==> config.mk <==
export PLATFORM = sky130hd
export DESIGN_NAME = writeback_flat
export DESIGN_NICKNAME = d
export VERILOG_FILES = /design/src/rtl/writeback_if.sv /design/src/rtl/writeback.sv /design/src/flat_wrapper.sv
export SDC_FILE = /design/constraint.sdc
export NUM_CORES = 1
export LEC_CHECK = 0
export ABC_AREA = 1
export CAP_MARGIN = 20
export CORE_MARGIN = 1.5
export CORE_UTILIZATION = 49
export DETAILED_ROUTE_END_ITERATION = 7
export GPL_ROUTABILITY_DRIVEN = 0
export HOLD_SLACK_MARGIN = 0.12
export PLACE_DENSITY_LB_ADDON = 0.25
export SLEW_MARGIN = 40
export SYNTH_ARGS = -nofsm -noshare
export SYNTH_HDL_FRONTEND = slang
export SYNTH_SLANG_ARGS = --single-unit
==> constraint.sdc <==
create_clock -name clk -period 2.05 [get_ports clk]
set_input_delay 0.3075 -clock clk [delete_from_list [all_inputs] [get_ports clk]]
set_output_delay 0.3075 -clock clk [all_outputs]
set_load 0.03 [all_outputs]
==> src/rtl/writeback_if.sv <==
// Writeback stage port bundle: upstream retire handshake plus the register-file write port and counters.
`timescale 1ns/1ps
interface writeback_if #(
   parameter int XLEN  = 32,
   parameter int CNT_W = 64
);
   logic             valid_i;
   logic             ready_o;
   logic [XLEN-1:0]  y_in;
   logic [XLEN-1:0]  pc_i;
   logic [4:0]       itype_i;
   logic [31:0]      ir_i;
   logic [XLEN-1:0]  mem_i;
   logic             rd_we_o;
   logic [4:0]       rd_addr_o;
   logic [XLEN-1:0]  rd_data_o;
   logic             misalign_o;
   logic [CNT_W-1:0] retired_o;

   modport slave (
      input  valid_i, y_in, pc_i, itype_i, ir_i, mem_i,
      output ready_o, rd_we_o, rd_addr_o, rd_data_o, misalign_o, retired_o
   );

   modport master (
      output valid_i, y_in, pc_i, itype_i, ir_i, mem_i,
      input  ready_o, rd_we_o, rd_addr_o, rd_data_o, misalign_o, retired_o
   );
endinterface

==> src/rtl/writeback.sv <==
// Final pipeline stage: load extraction, result select, register-file write and retire count.
// Optional MISALIGN_TRAP_EN: misaligned LH/LHU/LW commit as a trap pulse instead of a write.
`timescale 1ns/1ps
`ifndef RTYPE
`define RTYPE 5'd0
`endif
`ifndef ITYPE
`define ITYPE 5'd1
`endif
`ifndef LTYPE
`define LTYPE 5'd2
`endif
`ifndef STYPE
`define STYPE 5'd3
`endif
`ifndef BTYPE
`define BTYPE 5'd4
`endif
`ifndef JTYPE
`define JTYPE 5'd5
`endif

module writeback #(
   parameter int XLEN  = 32,
   parameter int CNT_W = 64
) (
   input logic       clk,
   input logic       reset,
   writeback_if.slave wb
);
   typedef enum logic {IDLE, LOAD_WAIT} state_t;

   typedef struct packed {
      logic [4:0] rd;
      logic [2:0] funct3;
      logic [1:0] off;
   } ld_req_t;

   state_t           state, state_nxt;
   ld_req_t          ld_q;
   logic             accept, is_load, wr_ok;
   logic [4:0]       rd;
   logic [2:0]       funct3;
   logic [7:0]       ld_byte;
   logic [15:0]      ld_half;
   logic [XLEN-1:0]  ld_data;
   logic             ld_ok, ld_mis;

   assign rd      = wb.ir_i[11:7];
   assign funct3  = wb.ir_i[14:12];
   assign is_load = (wb.itype_i == `LTYPE);
   assign wr_ok   = (rd != 5'd0) && (wb.itype_i != `STYPE) && (wb.itype_i != `BTYPE);

   always_ff @(posedge clk or negedge reset) begin
      if (!reset) state <= IDLE;
      else        state <= state_nxt;
   end

   always_comb begin
      state_nxt  = state;
      wb.ready_o = 1'b0;
      accept     = 1'b0;
      case (state)
         IDLE: begin
            wb.ready_o = 1'b1;
            accept     = wb.valid_i;
            if (wb.valid_i && is_load) state_nxt = LOAD_WAIT;
         end
         LOAD_WAIT: state_nxt = IDLE;
         default:   state_nxt = IDLE;
      endcase
   end

   // Load word arrives one cycle after accept, so extraction works off the latched request.
   always_comb begin
      ld_byte = wb.mem_i[8*ld_q.off +: 8];
      ld_half = ld_q.off[1] ? wb.mem_i[31:16] : wb.mem_i[15:0];
      ld_data = '0;
      ld_ok   = 1'b1;
      case (ld_q.funct3)
         3'b000:  ld_data = {{24{ld_byte[7]}}, ld_byte};
         3'b100:  ld_data = {24'h0, ld_byte};
         3'b001:  ld_data = {{16{ld_half[15]}}, ld_half};
         3'b101:  ld_data = {16'h0, ld_half};
         3'b010:  ld_data = wb.mem_i;
         default: ld_ok   = 1'b0;
      endcase
`ifdef MISALIGN_TRAP_EN
      ld_mis = (((ld_q.funct3 == 3'b001) || (ld_q.funct3 == 3'b101)) && ld_q.off[0]) ||
               ((ld_q.funct3 == 3'b010) && (ld_q.off != 2'd0));
`else
      ld_mis = 1'b0;
`endif
   end

   always_ff @(posedge clk or negedge reset) begin
      if (!reset) begin
         ld_q          <= '0;
         wb.rd_we_o    <= 1'b0;
         wb.rd_addr_o  <= '0;
         wb.rd_data_o  <= '0;
         wb.misalign_o <= 1'b0;
         wb.retired_o  <= '0;
      end else begin
         wb.rd_we_o    <= 1'b0;
         wb.misalign_o <= 1'b0;
         if (state == LOAD_WAIT) begin
            if (ld_mis) begin
               // Trapped loads leave the write port and retire count untouched.
               wb.misalign_o <= 1'b1;
            end else begin
               wb.rd_addr_o <= ld_q.rd;
               wb.rd_data_o <= ld_data;
               wb.rd_we_o   <= ld_ok && (ld_q.rd != 5'd0);
               wb.retired_o <= wb.retired_o + CNT_W'(1);
            end
         end else if (accept) begin
            if (is_load) begin
               ld_q <= '{rd: rd, funct3: funct3, off: wb.y_in[1:0]};
            end else begin
               wb.rd_addr_o <= rd;
               wb.rd_data_o <= (wb.itype_i == `JTYPE) ? wb.pc_i + XLEN'(4) : wb.y_in;
               wb.rd_we_o   <= wr_ok;
               wb.retired_o <= wb.retired_o + CNT_W'(1);
            end
         end
      end
   end
endmodule

==> src/flat_wrapper.sv <==
// flat-port wrapper written by rule: the top's interface ports become plain ports
module writeback_flat 
#(
   parameter int XLEN  = 32,
   parameter int CNT_W = 64
)
  (clk, reset, wb_valid_i, wb_y_in, wb_pc_i, wb_itype_i, wb_ir_i, wb_mem_i, wb_ready_o, wb_rd_we_o, wb_rd_addr_o, wb_rd_data_o, wb_misalign_o, wb_retired_o);
  writeback_if #(.XLEN(XLEN), .CNT_W(CNT_W)) wb_i ();
  input logic clk;
  input logic reset;
  input wire logic [$bits(wb_i.valid_i)-1:0] wb_valid_i;
  input wire logic [$bits(wb_i.y_in)-1:0] wb_y_in;
  input wire logic [$bits(wb_i.pc_i)-1:0] wb_pc_i;
  input wire logic [$bits(wb_i.itype_i)-1:0] wb_itype_i;
  input wire logic [$bits(wb_i.ir_i)-1:0] wb_ir_i;
  input wire logic [$bits(wb_i.mem_i)-1:0] wb_mem_i;
  output wire logic [$bits(wb_i.ready_o)-1:0] wb_ready_o;
  output wire logic [$bits(wb_i.rd_we_o)-1:0] wb_rd_we_o;
  output wire logic [$bits(wb_i.rd_addr_o)-1:0] wb_rd_addr_o;
  output wire logic [$bits(wb_i.rd_data_o)-1:0] wb_rd_data_o;
  output wire logic [$bits(wb_i.misalign_o)-1:0] wb_misalign_o;
  output wire logic [$bits(wb_i.retired_o)-1:0] wb_retired_o;
  assign wb_i.valid_i = wb_valid_i;
  assign wb_i.y_in = wb_y_in;
  assign wb_i.pc_i = wb_pc_i;
  assign wb_i.itype_i = wb_itype_i;
  assign wb_i.ir_i = wb_ir_i;
  assign wb_i.mem_i = wb_mem_i;
  assign wb_ready_o = wb_i.ready_o;
  assign wb_rd_we_o = wb_i.rd_we_o;
  assign wb_rd_addr_o = wb_i.rd_addr_o;
  assign wb_rd_data_o = wb_i.rd_data_o;
  assign wb_misalign_o = wb_i.misalign_o;
  assign wb_retired_o = wb_i.retired_o;
  writeback #(.XLEN(XLEN), .CNT_W(CNT_W)) u_core (.clk(clk), .reset(reset), .wb(wb_i));
endmodule
# ---- Yosys cells after proc, flatten, opt, wreduce, memory -nomap -nowiden
# Index checks and enable logic that the tools add are counted.
dict set report word_totals {
  reg_bits 113
  inputBits 136
  word_cells 52
}
dict set report op_classes {
  n_shift 1
  addsub 2
  n_mux 20
  n_eq_ne 9
  reduce_logical 11
  bitwise 1
}
# operator count
set ops {}
lappend ops {{$mux 64} 3}
lappend ops {{$pmux 32 s5} 1}
lappend ops {{$mux 32} 4}
lappend ops {{$add 64x1->64 const B} 1}
lappend ops {{$add 32x3->32 const B} 1}
lappend ops {{$shiftx 32x6->8} 1}
lappend ops {{$mux 16} 1}
lappend ops {{$mux 5} 3}
lappend ops {{$reduce_bool 5->1} 2}
lappend ops {{$mux 1} 7}
lappend ops {{$eq 3x3->1 const B} 2}
lappend ops {{$eq 5x2->1 const B} 1}
lappend ops {{$eq 5x3->1 const B} 1}
lappend ops {{$ne 5x2->1 const B} 1}
lappend ops {{$ne 5x3->1 const B} 1}
lappend ops {{$reduce_or 5->1} 1}
lappend ops {{$logic_and 1x1->1} 4}
lappend ops {{$eq 3x1->1 const B} 1}
lappend ops {{$eq 3x2->1 const B} 1}
lappend ops {{$logic_not 3->1} 1}
lappend ops {{$reduce_and 3->1} 1}
lappend ops {{$ne 2x1->1 const B} 1}
lappend ops {{$pmux 1 s2} 1}
lappend ops {{$reduce_and 2->1} 1}
lappend ops {{other kinds (2)} 2}

# ---- Longest topological paths before layout
# Gate-level depths: netlist of the first run.
dict set report logic_depth {
  word_depth 6
  mapped_depth 12
}

# ---- Worst setup path before layout of the first run
# OpenSTA, ideal clock, no wires.
dict set report synth_path {
  path_kind {reg2reg}
  start {register u_core.wb.retired_o[1]}
  end {register u_core.wb.retired_o[32]}
  t_required_ns 1.931
  t_arrival_ns 1.653
  setup_time_ns 0.119
  path_slack_ns 0.278
  path_buffers 0
  path_stages_with_launch 11
  synth_period_minus_slack_ns 1.772
  cell_sequence {dfrtp_1 -> ha_1 -> nand3_2 -> inv_2 -> nand2_2 -> nor2_4 -> inv_2 -> nor2_8 -> nand3_2 -> o21ai_1 -> nand2_1}
}
dict set report synth_via {
  elab_chain_cells 4
}
# element line_no
set synth_rtl {}
lappend synth_rtl {{from (decl)} writeback_if.sv:22} ;# output ready_o, rd_we_o, rd_addr_o, rd_data_o, misalign_o, retired_o
lappend synth_rtl {{from (signal assigned)} writeback.sv:115} ;# wb.retired_o <= wb.retired_o + CNT_W'(1);
lappend synth_rtl {{from (signal assigned)} writeback.sv:124} ;# wb.retired_o <= wb.retired_o + CNT_W'(1);
lappend synth_rtl {{$add 64x1->64 *} {writeback.sv:115, writeback.sv:124}}
lappend synth_rtl {{$mux 64} writeback.sv:118} ;# if (is_load) begin
lappend synth_rtl {{$mux 64} writeback.sv:117} ;# end else if (accept) begin
lappend synth_rtl {{$mux 64 *} writeback.sv:107} ;# if (state == LOAD_WAIT) begin
# Every way passes the cells marked *; elsewhere a longest branch is shown, timed or not. The select of a mux whose other input is x is not followed.
# A chain may end at the register's enable or synchronous reset.

# ---- Final worst setup path of the first run
dict set report layout_path {
  start {register u_core.wb.retired_o[34]}
  end {output port wb_retired_o[34]}
}
# element line_no
set layout_rtl {}
lappend layout_rtl {{to (decl)} flat_wrapper.sv:22} ;# output wire logic [$bits(wb_i.retired_o)-1:0] wb_retired_o;
# No word-level cell between the ends.

==> results of run 1 <==
-- power breakdown --
part	switching [mW]	total, mW	internal, mW
Clock	1.05	3.05	2.00
Combinational	1.26	2.13	0.868
Sequential	0.222	2.65	2.43
Total	2.54	7.83	5.30
-- logic make-up after synthesis --
| family | after synthesis | share of synthesized area (%) |
|---|---|---|
| other cells | 1 | 0.04471 |
| flops | 113 | 33.72 |
| buf+inv | 151 | 7.489 |
| simple gates | 921 | 45.50 |
| fa+ha+maj | 2 | 0.2983 |
| compound gates | 124 | 7.937 |
| xor+xnor | 48 | 5.013 |
-- cell type report --
cell class                 count  area share (%)
clock buffer                  22           4.104
clock inverter                10           1.148
inverter                     112           3.682
multi-input combinational   1096           42.74
sequential                   113           24.49
tap                          220           2.382
timing repair buffer         249           21.45
-- path summary, 6_finish.rpt --
path	endpoint	cells past startpoint	from	slack, ps
max	wb_retired_o[34]	1	u_core.wb.retired_o[34]	80
max reg2reg	u_core.wb.retired_o[62]	8	u_core.wb.retired_o[1]	150
max in group asynchronous	u_core.wb.retired_o[57]	3	reset	1050
min reg2reg	u_core.wb.rd_data_o[11]	2	u_core.wb.rd_data_o[11]	480
min in group clk	u_core.wb.rd_data_o[11]	2	u_core.wb.rd_data_o[11]	480
min	u_core.wb.rd_addr_o[0]	2	reset	390
-- what timing repair did --
item,CTS,global route
endpoints found under the setup margin,1,2
hold buffers,1,0
setup buffers,0,0
gates resized for setup,1,2
endpoints found under the hold margin,30,0
-- state kept, by name, indices dropped and copies added, names as in the netlist --
name / count
u_core.ld_q: 10
u_core.wb.rd_we_o: 1
u_core.wb.retired_o: 64
u_core.wb.rd_data_o: 32
u_core.state: 1
u_core.wb.rd_addr_o: 5
-- Yosys cell counts, types with 6 or more instances --
| master | n |
|---|---|
| nand2_1 | 493 |
| nand4_1 | 13 |
| nor2_1 | 280 |
| buf_2 | 21 |
| dfrtp_1 | 113 |
| o21ai_0 | 35 |
| nand3b_1 | 9 |
| o21ai_1 | 20 |
| xor2_1 | 19 |
| xnor2_1 | 29 |
| nor3_1 | 10 |
| o211ai_1 | 11 |
| inv_1 | 95 |
| a21oi_1 | 49 |
| nor2_2 | 9 |
| clkbuf_1 | 12 |
| inv_2 | 13 |
| nand3_1 | 79 |
| nor2_4 | 6 |
-- metal layers --
| layer | share of wire, % | wire length (um) |
|---|---|---|
| met2 | 47 | 13030 |
| met5 | 0 | 0 |
| met3 | 9.0 | 2517 |
| met4 | 5.7 | 1596 |
| met1 | 39 | 10770 |
-- layout by cell type, fill, tap and decap left out, types with 3 or more instances in the layout --
cell type and n:
clkinvlp_4 3, buf_4 29, inv_1 95, nand2_1 493, clkbuf_8 3, bufinv_16 3
nand3_1 78, nand3_2 6, nor2_2 10, xor2_1 19, clkdlybuf4s50_1 212, dfrtp_1 112
xnor2_1 29, nand4_1 13, nor2_1 279, buf_12 6, o21ai_1 20, clkbuf_16 17
o211ai_1 11, a31oi_1 5, clkinv_2 6, inv_2 13, o21bai_1 3, a21oi_1 49
nor3_1 10, nor2_4 6, nand2_2 5, o21ai_0 35, nand3b_1 9
==> out/metrics.yaml, run 1 <==
clk_pin_slew_ps: 50
grt_pass1_wl_mm: 45.44
use_met3_pct: 5.367
fmax_mhz: 507.0
slowest_stage: "clkdlybuf4s50_1"
fillers: 1466
synthArstFlopShare_pct: 100.0
timing.final.ws_setup_ps: 77.54
yosysSeqAreaShare_pct: 33.72
htreeDepth: 4
synth.area.top_cells: "dfrtp_1, nand2_1, nor2_1"
vias_per_cell: 5.377
postSynthAreaPerCell_um2: 6.167
ioPinCount: 240
crit_family: "buffers and inverters"
place_ws_ps: -41.76
regArea_mm2: 0.002829
arrival_ps: 1660
instances_no_fill: 1822
tightest_slew_ps: 685.9
yosysTopAreaCell: "dfrtp_1"
criticalPathCategory: "reg2out"
rows: 47
worstSetupStartpointType: "register"
crit_fanout: 5
clock_skew_ps: 11.09
antenna_found_initial: 0
path_buf_inv: 1
grtUsageMet1_pct: 39.71
cts_sinks: 113
die_h_um: 133.8
crit_chain: "clkdlybuf4s50_1"
syn2layout_area_growth_pct: 37.76
p_leak_nw: 5.016
grt_overflow: 0
drtAntennaViolNets: 0
synth-edff-count: 0
synthCells: 1360
min_path_type: "in2async"
io_buffers: 214
remaining_drc_errors: 0
post_drt_wl_per_cell_um: 15.32
cts_tree: "built"
via_count: 9797
maxCapViolCount: 0
outcome: "complete, no violations"
cts_buffer_depth: 2
synth_top_area_share_pct: 33.72
firstDrtPassIters: 7
max_slew_margin_pct: 54.27
ys_warn_count: 0
nets: 1727
setup_tns_ps: 0
crit_path_max_incr_delay_ps: 730
core_mm2: 0.01664
placed_cells: 1789
layout-drive-gt1-share_pct: 7.179
cts_buffers: 17
rsz0062_at_grt: "no"
slew_violations: 0
ir_drop_mv: 0.6006
hold_violations: 0
cts_root_buf: "clkbuf_16"
final_core_util_pct: 69.42
grt_usage_pct: 32.27
syn_area_mm2: 0.008387
die_x_um: 133.8
dp_hpwl_mm: 21.76
crit_required_ps: 1740
clkLatencyLatePin_ps: 420
grt_use_met2_pct: 53.41
fp.dieArea_mm2: 0.01791
wirelength_mm: 27.91
power.density_mw_per_mm2: 678.1
drtIter0Drc: 975
cp-end-kind: "output port"
finalCritPeriodShare_pct: 96.22
report.final.setup_viol: 0
grt_pass1_vias: 9334
ys_ff_latch: 113
holdWs_ps: 392.6
multi_input_area_mm2: 0.004938
fin_crit_ps: 1972
postLayoutCellArea_mm2: 0.01155
ys.flop_type: "dfrtp_1"
diodes: 0
top_usage_layer: "met2"
placed_cell_area_mm2: 0.01093
finalPower_mw: 7.834
initial_core_util_pct: 50.39
grt_max_degree: 65
synth_nets: 1498
ys_types: 40
No activity file was read; power rests on OpenSTA's default activity.
==> run 2: changes to the inputs <==
clock period = 2.1 ns   (was 2.05 ns; I/O delays follow)
==> out/metrics.yaml, run 2 (synthesized netlist as in run 1, its figures left out) <==
outcome: "complete, no violations"
post_drt_wl_per_cell_um: 15.17
timing.final.ws_setup_ps: 59.24
ioPinCount: 240
core_mm2: 0.01664
grt_max_degree: 44
fin_crit_ps: 2041
placed_cells: 1789
drtIter0Drc: 1008
power.density_mw_per_mm2: 673.7
clk_pin_slew_ps: 50
crit_fanout: 10
final_common_cell: "nand2_1"
initial_core_util_pct: 50.39
vias_per_cell: 5.359
ir_drop_mv: 0.6324
firstDrtPassIters: 7
diodes: 0
reg2reg_to: "u_core.wb.retired_o[46]"
drtAntennaViolNets: 0
criticalPathCategory: "reg2out"
cp-end-kind: "output port"
nets: 1727
crit_required_ps: 1780
place_ws_ps: 15.01
post_cts_buffers: 0
maxCapViolCount: 0
antenna_found_initial: 0
htreeDepth: 4
io_buffers: 214
largest_reg_flops: 64
regMostFlops: "u_core.wb.retired_o"
report.final.setup_viol: 0
hold_violations: 0
worst-r2r-setup-slack_ps: 230
clock_skew_ps: 12.90
worstSetupStartpointType: "register"
fp.dieArea_mm2: 0.01791
layout-drive-gt1-share_pct: 7.054
die_x_um: 133.8
postLayoutCellArea_mm2: 0.01156
cts_sinks: 113
grt_usage_pct: 31.13
slew_violations: 0
remaining_drc_errors: 0
placed_cell_area_mm2: 0.01092
syn2layout_area_growth_pct: 37.86
setup_tns_ps: 0
arrival_ps: 1730
fmax_mhz: 490.0
wirelength_mm: 27.65
final_cell_mix: "nand2_1, nor2_1, clkdlybuf4s50_1"
instances_no_fill: 1822
top_regs: "u_core.wb.retired_o: 64 flops, u_core.wb.rd_data_o: 32 flops, u_core.ld_q: 10 flops"
cts_buffer_depth: 2
ff2ff_path_depth: 8
cts_root_buf: "clkbuf_16"
grt_overflow: 0
clkLatencyLatePin_ps: 420
dp_hpwl_mm: 21.92
grt_pass1_vias: 8891
p_leak_nw: 5.028
rows: 47
via_count: 9764
cts_tree: "built"
grt_pass1_wl_mm: 43.67
min_path_type: "in2async"
rsz0062_at_grt: "no"
finalPower_mw: 7.790
die_h_um: 133.8
cts_buffers: 17
r2r-start: "u_core.wb.retired_o[1]"
finalCritPeriodShare_pct: 97.18
[run 2: per-layer routing]
| layer | vias to the layer above | part of all wire, % | global-route usage, % | wire (um) |
|---|---|---|---|---|
| met5 | - | 0 | 0 | 0 |
| met4 | 0 | 5.3 | 17.75 | 1460 |
| met3 | 98 | 7.2 | 4.119 | 1998 |
| met2 | 537 | 47 | 52.15 | 13010 |
| met1 | 4408 | 40 | 38.74 | 11170 |
| li1 | 4721 | - | - | - |
[run 2: how the worst max path moves through the flow]
stage	startpoint	endpoint
6_report	u_core.state	wb_ready_o
5_1_grt	u_core.state	wb_ready_o
4_1_cts	u_core.state	wb_ready_o
3_5_place_dp	wb_pc_i[3]	u_core.wb.rd_data_o[11]
3_3_place_gp	wb_pc_i[3]	u_core.wb.rd_data_o[11]
2_1_floorplan	u_core.wb.retired_o[1]	u_core.wb.retired_o[32]
[run 2: critical path: stages, from the launching register on]
cell and delay [ps]:
dfrtp_2 400, inv_2 190, clkdlybuf4s50_1 710
[run 2: final cells by class]
cell class / instances / area [um2]
fill: 1430 / 5080
multi-input combinational: 1096 / 4933
sequential: 113 / 2829
timing repair buffer: 249 / 2467
clock buffer: 23 / 478.0
inverter: 112 / 425.4
tap: 220 / 275.3
clock inverter: 9 / 153.9
[run 2: repair_timing]
action / in CTS / in global routing
setup endpoints to repair: 0 / 1
endpoints found under the hold margin: 29 / 0
hold buffers: 1 / 0
resized for setup: 0 / 1
[run 2: power by group]
group	internal [mW]	switching (mW)
combinational	0.833	1.23
clock	2.08	1.04
sequential	2.37	0.234
total	5.28	2.51
[run 2: per-stage QoR]
step | hold slack, ps | util, %
2_1_floorplan | 19.41 | -
3_3_place_gp | 299.4 | 65.60
3_5_place_dp | 302.9 | 65.60
4_1_cts | 415.9 | 69.46
5_1_grt | 457.1 | 69.48
6_report | 393.7 | 69.48
==> RTL change 1, RTL diff (settings of run 1) <==
Build with the macro `MISALIGN_TRAP_EN` defined.
--- a/src/rtl/writeback.sv
+++ b/src/rtl/writeback.sv
@@ -1,6 +1,8 @@
 // Final pipeline stage: load extraction, result select, register-file write and retire count.
 // Optional MISALIGN_TRAP_EN: misaligned LH/LHU/LW commit as a trap pulse instead of a write.
 `timescale 1ns/1ps
+`define MISALIGN_TRAP_EN
+
 `ifndef RTYPE
 `define RTYPE 5'd0
 `endif
Behaviour: not the same (Yosys sat finds a counterexample within 4 cycles, from zero or initial values and one cycle with reset low).
==> RTL change 1 against run 1 <==
Synthesized cell count rose by 1.5%; area after synthesis is 1.6% higher; setup slack better by 0.032 ns; power decreased by 3.7%; non-clock buffer count rose by 12; largest power group unchanged; largest cell class unchanged; cell area grew 1.2%; wire length up 0.43%; sequential cell count increased by 1.
==> RTL change 1: results (changes against run 1) <==
Worst R2R Path Depth 9 (+1); Num Clock Sinks 114 (+0.88%); switching share of total power 34.0% (+1.7 points); status completed; largest net degree at the start of global routing 63 (-3.1%); Synth cell types 42 (+5.0%); r2r endpoint u_core.wb.retired_o[61]$_DFFE_PN0P_; Mapped Nets 1518 (+1.3%); met2 WL 13200 um (+1.7%); crit path max fanout 7 (+2); final net count 1757 (+1.7%); Signal inverters 120 (+7.1%); RR Startpoint u_core.wb.retired_o[28]$_DFFE_PN0P_; DR iter-0 viols 787 (-19%); top cells by count, synth nand2_1 (518), nor2_1 (273), dfrtp_1 (114); Tot GR Track Use 31.8% (-0.44 points); drt pass-1 iters 6 (-1); layout cell share with drive strength beyond 1 7.54% (+0.36 points); Slew @ Worst Pin 0.626 ns (-0.0597 ns); leakage dissipation 5.23 nW (+4.3%); final hold slack 0.434 ns (+0.0418 ns); Signal buffers 261 (+4.8%); PD cells 645 nW/um^2 (-4.8%); Core Region 17100 sq um (+2.8%); global-route track usage on met2 52.9% (-0.47 points); fill cell count 1550 (+5.7%); Seq/Total Area, Yosys 33.5% (-0.24 points); clock-cell share of area 4.77% (-0.48 points); VDD IR max 0.000666 V (+11%); Post-CTS Resized 0 (-1); Synth area leaders dfrtp_1 (33%), nand2_1 (23%), nor2_1 (12%), nand3_1 (5.1%), inv_1 (5.0%); Worst Path Arrival 1.63 ns (-0.03 ns); GR Util met1 38.3% (-1.4 points); sequential share of cell area 24.4% (-0.066 points); end point of the critical path wb_retired_o[0]; Critical Path Source u_core.wb.retired_o[0]$_DFFE_PN0P_; vias in the first global route 9227 (-1.1%); final worst setup slack 0.109 ns (+0.0319 ns); I/O Buffers 215 (+0.47%)
-- RTL change 1: cell count changes after synthesis, sizes merged, moves of 3 or more --
| cell | delta |
|---|---|
| nand2 | +26 |
| a21oi | -10 |
| inv | +9 |
| nand3 | +6 |
| xor2 | -6 |
| a31oi | +5 |
| nor3 | -5 |
| o21ai | +5 |
| xnor2 | +5 |
| buf | +4 |
| nand3b | -3 |
| nand4 | -3 |
| o211ai | -3 |
-- RTL change 1: critical path, delay by kind of cell (launching register included) --
kind	cells	cell delay [ns]
buffers and inverters	2	0.86
DFF	1	0.35
-- RTL change 1: kinds of logic (layout without fill, tap and decap cells) --
family                   count (synthesis)  in the layout  share of synthesized area, %
AND/OR/NAND/NOR                        936            936                          45.4
buffers and inverters                  161            412                          8.43
adder cells (fa/ha/maj)                  2              2                         0.294
flip-flops                             114            114                          33.5
AO/OA/AOI/OAI                          120            120                          7.58
XOR/XNOR                                47             47                          4.83
==> RTL change 2, RTL diff (config.mk and constraints of run 1) <==
Made on the original files. Reset style: synchronous (`reset`), changed in 2 clocked blocks.
--- a/src/rtl/writeback.sv
+++ b/src/rtl/writeback.sv
@@ -51,7 +51,7 @@
    assign is_load = (wb.itype_i == `LTYPE);
    assign wr_ok   = (rd != 5'd0) && (wb.itype_i != `STYPE) && (wb.itype_i != `BTYPE);
 
-   always_ff @(posedge clk or negedge reset) begin
+   always_ff @(posedge clk) begin
       if (!reset) state <= IDLE;
       else        state <= state_nxt;
    end
@@ -93,7 +93,7 @@
 `endif
    end
 
-   always_ff @(posedge clk or negedge reset) begin
+   always_ff @(posedge clk) begin
       if (!reset) begin
          ld_q          <= '0;
          wb.rd_we_o    <= 1'b0;
Function: differs if reset is asserted again (counterexample within 4 cycles, from zero or initial values and one cycle with reset low); with reset held inactive, the same outputs for 4 cycles.
==> RTL change 2 against run 1 <==
Die area shrank 4.2%; critical path depth did not move; cell area fell by 1.6%; largest cell class unchanged; clock skew up 0.00069 ns; sequential cell count stayed put; area after synthesis fell by 4.3%; count of clock-buffer cells in the layout shrank 3; wire length is 1.3% higher; setup slack worse by 0.013 ns.
Power is not compared: it rests on default switching activity, and its combinational part moved more than twofold at a synthesized area within 25%.
==> RTL change 2: results (changes against run 1) <==
status completed; Critical Path Source u_core.wb.retired_o[2]$_SDFFE_PN0P_; sequential share of cell area 19.9% (-4.6 points); Worst Path Arrival 1.68 ns (+0.02 ns); total wire length after detailed routing 28300 um (+1.3%); first-pass GRT wire length 44300 um (-2.4%); buffer share of cell area 22.9% (+1.5 points); complex-gate fraction of the synthesized area 14.8% (+6.9 points); Seq/Total Area, Yosys 28.2% (-5.5 points); combinational share of power 15.2%; HP Class input pin to register; comb_multi_in 1082 (-1.3%); Setup Skew 0.0118 ns (+0.000694 ns); Synth area leaders dfxtp_1 (28%), nand2_1 (19%), nor2_1 (11%), a21oi_1 (6.7%), inv_1 (5.6%); Signal inverters 126 (+13%); fill cell count 1359 (-7.3%); final net count 1748 (+1.2%); DR iter-0 viols 756 (-22%); Synth cell types 46 (+15%); vias in the first global route 9269 (-0.70%); final instance area 11400 sq um (-1.6%); Slew @ Worst Pin 0.667 ns (-0.0187 ns); slowest stage delay, CP 0.77 ns (+0.04 ns); Worst R2R Path Depth 11 (+3); r2r endpoint u_core.wb.retired_o[48]$_SDFFE_PN0P_; RR Startpoint u_core.wb.retired_o[1]$_SDFFE_PN0P_; clock-cell share of area 6.02% (+0.77 points); Adder-Cell Fraction of Synth Area 0.312% (+0.013 points); end point of the critical path wb_retired_o[2]; Post-Place Worst Slack -0.0734 ns (-0.0317 ns); xor/xnor share of the synthesized area 1.85% (-3.2 points); area of the multi-input gates 5070 sq um (+2.6%); DP Cell Count 1807 (+1.0%); layout cell share with drive strength beyond 1 10.2% (+3.0 points); # clk buffers 19 (-14%); Seq Cell Count 113 (unchanged); ys flop type dfxtp_1; Syn Area/Cell 5.86 sq um (-5.0%); Mapped Nets 1508 (+0.67%)
RTL change 2: repair_timing:
item	in CTS	in global routing
hold buffers	0	0
gates resized for setup	0	3
endpoints found under the setup margin	0	4
RTL change 2: stage by stage:
step           util (%)  total power, mW  hold WS (ns)
2_1_floorplan         -             2.82         0.442
3_3_place_gp       66.9             3.35         0.474
3_5_place_dp       66.9             3.36         0.484
4_1_cts            71.2             6.80         0.414
5_1_grt            71.3             7.01         0.460
6_report           71.3             6.79         0.438
RTL change 2: routing by layer:
| layer | GRT usage [%] | up-vias | share of wire, % |
|---|---|---|---|
| met4 | 20.4 | 0 | 5.8 |
| met1 | 37.5 | 4474 | 37 |
| met5 | 0 | - | 0 |
| met2 | 57.3 | 537 | 48 |
| li1 | - | 4883 | - |
| met3 | 7.94 | 122 | 8.6 |
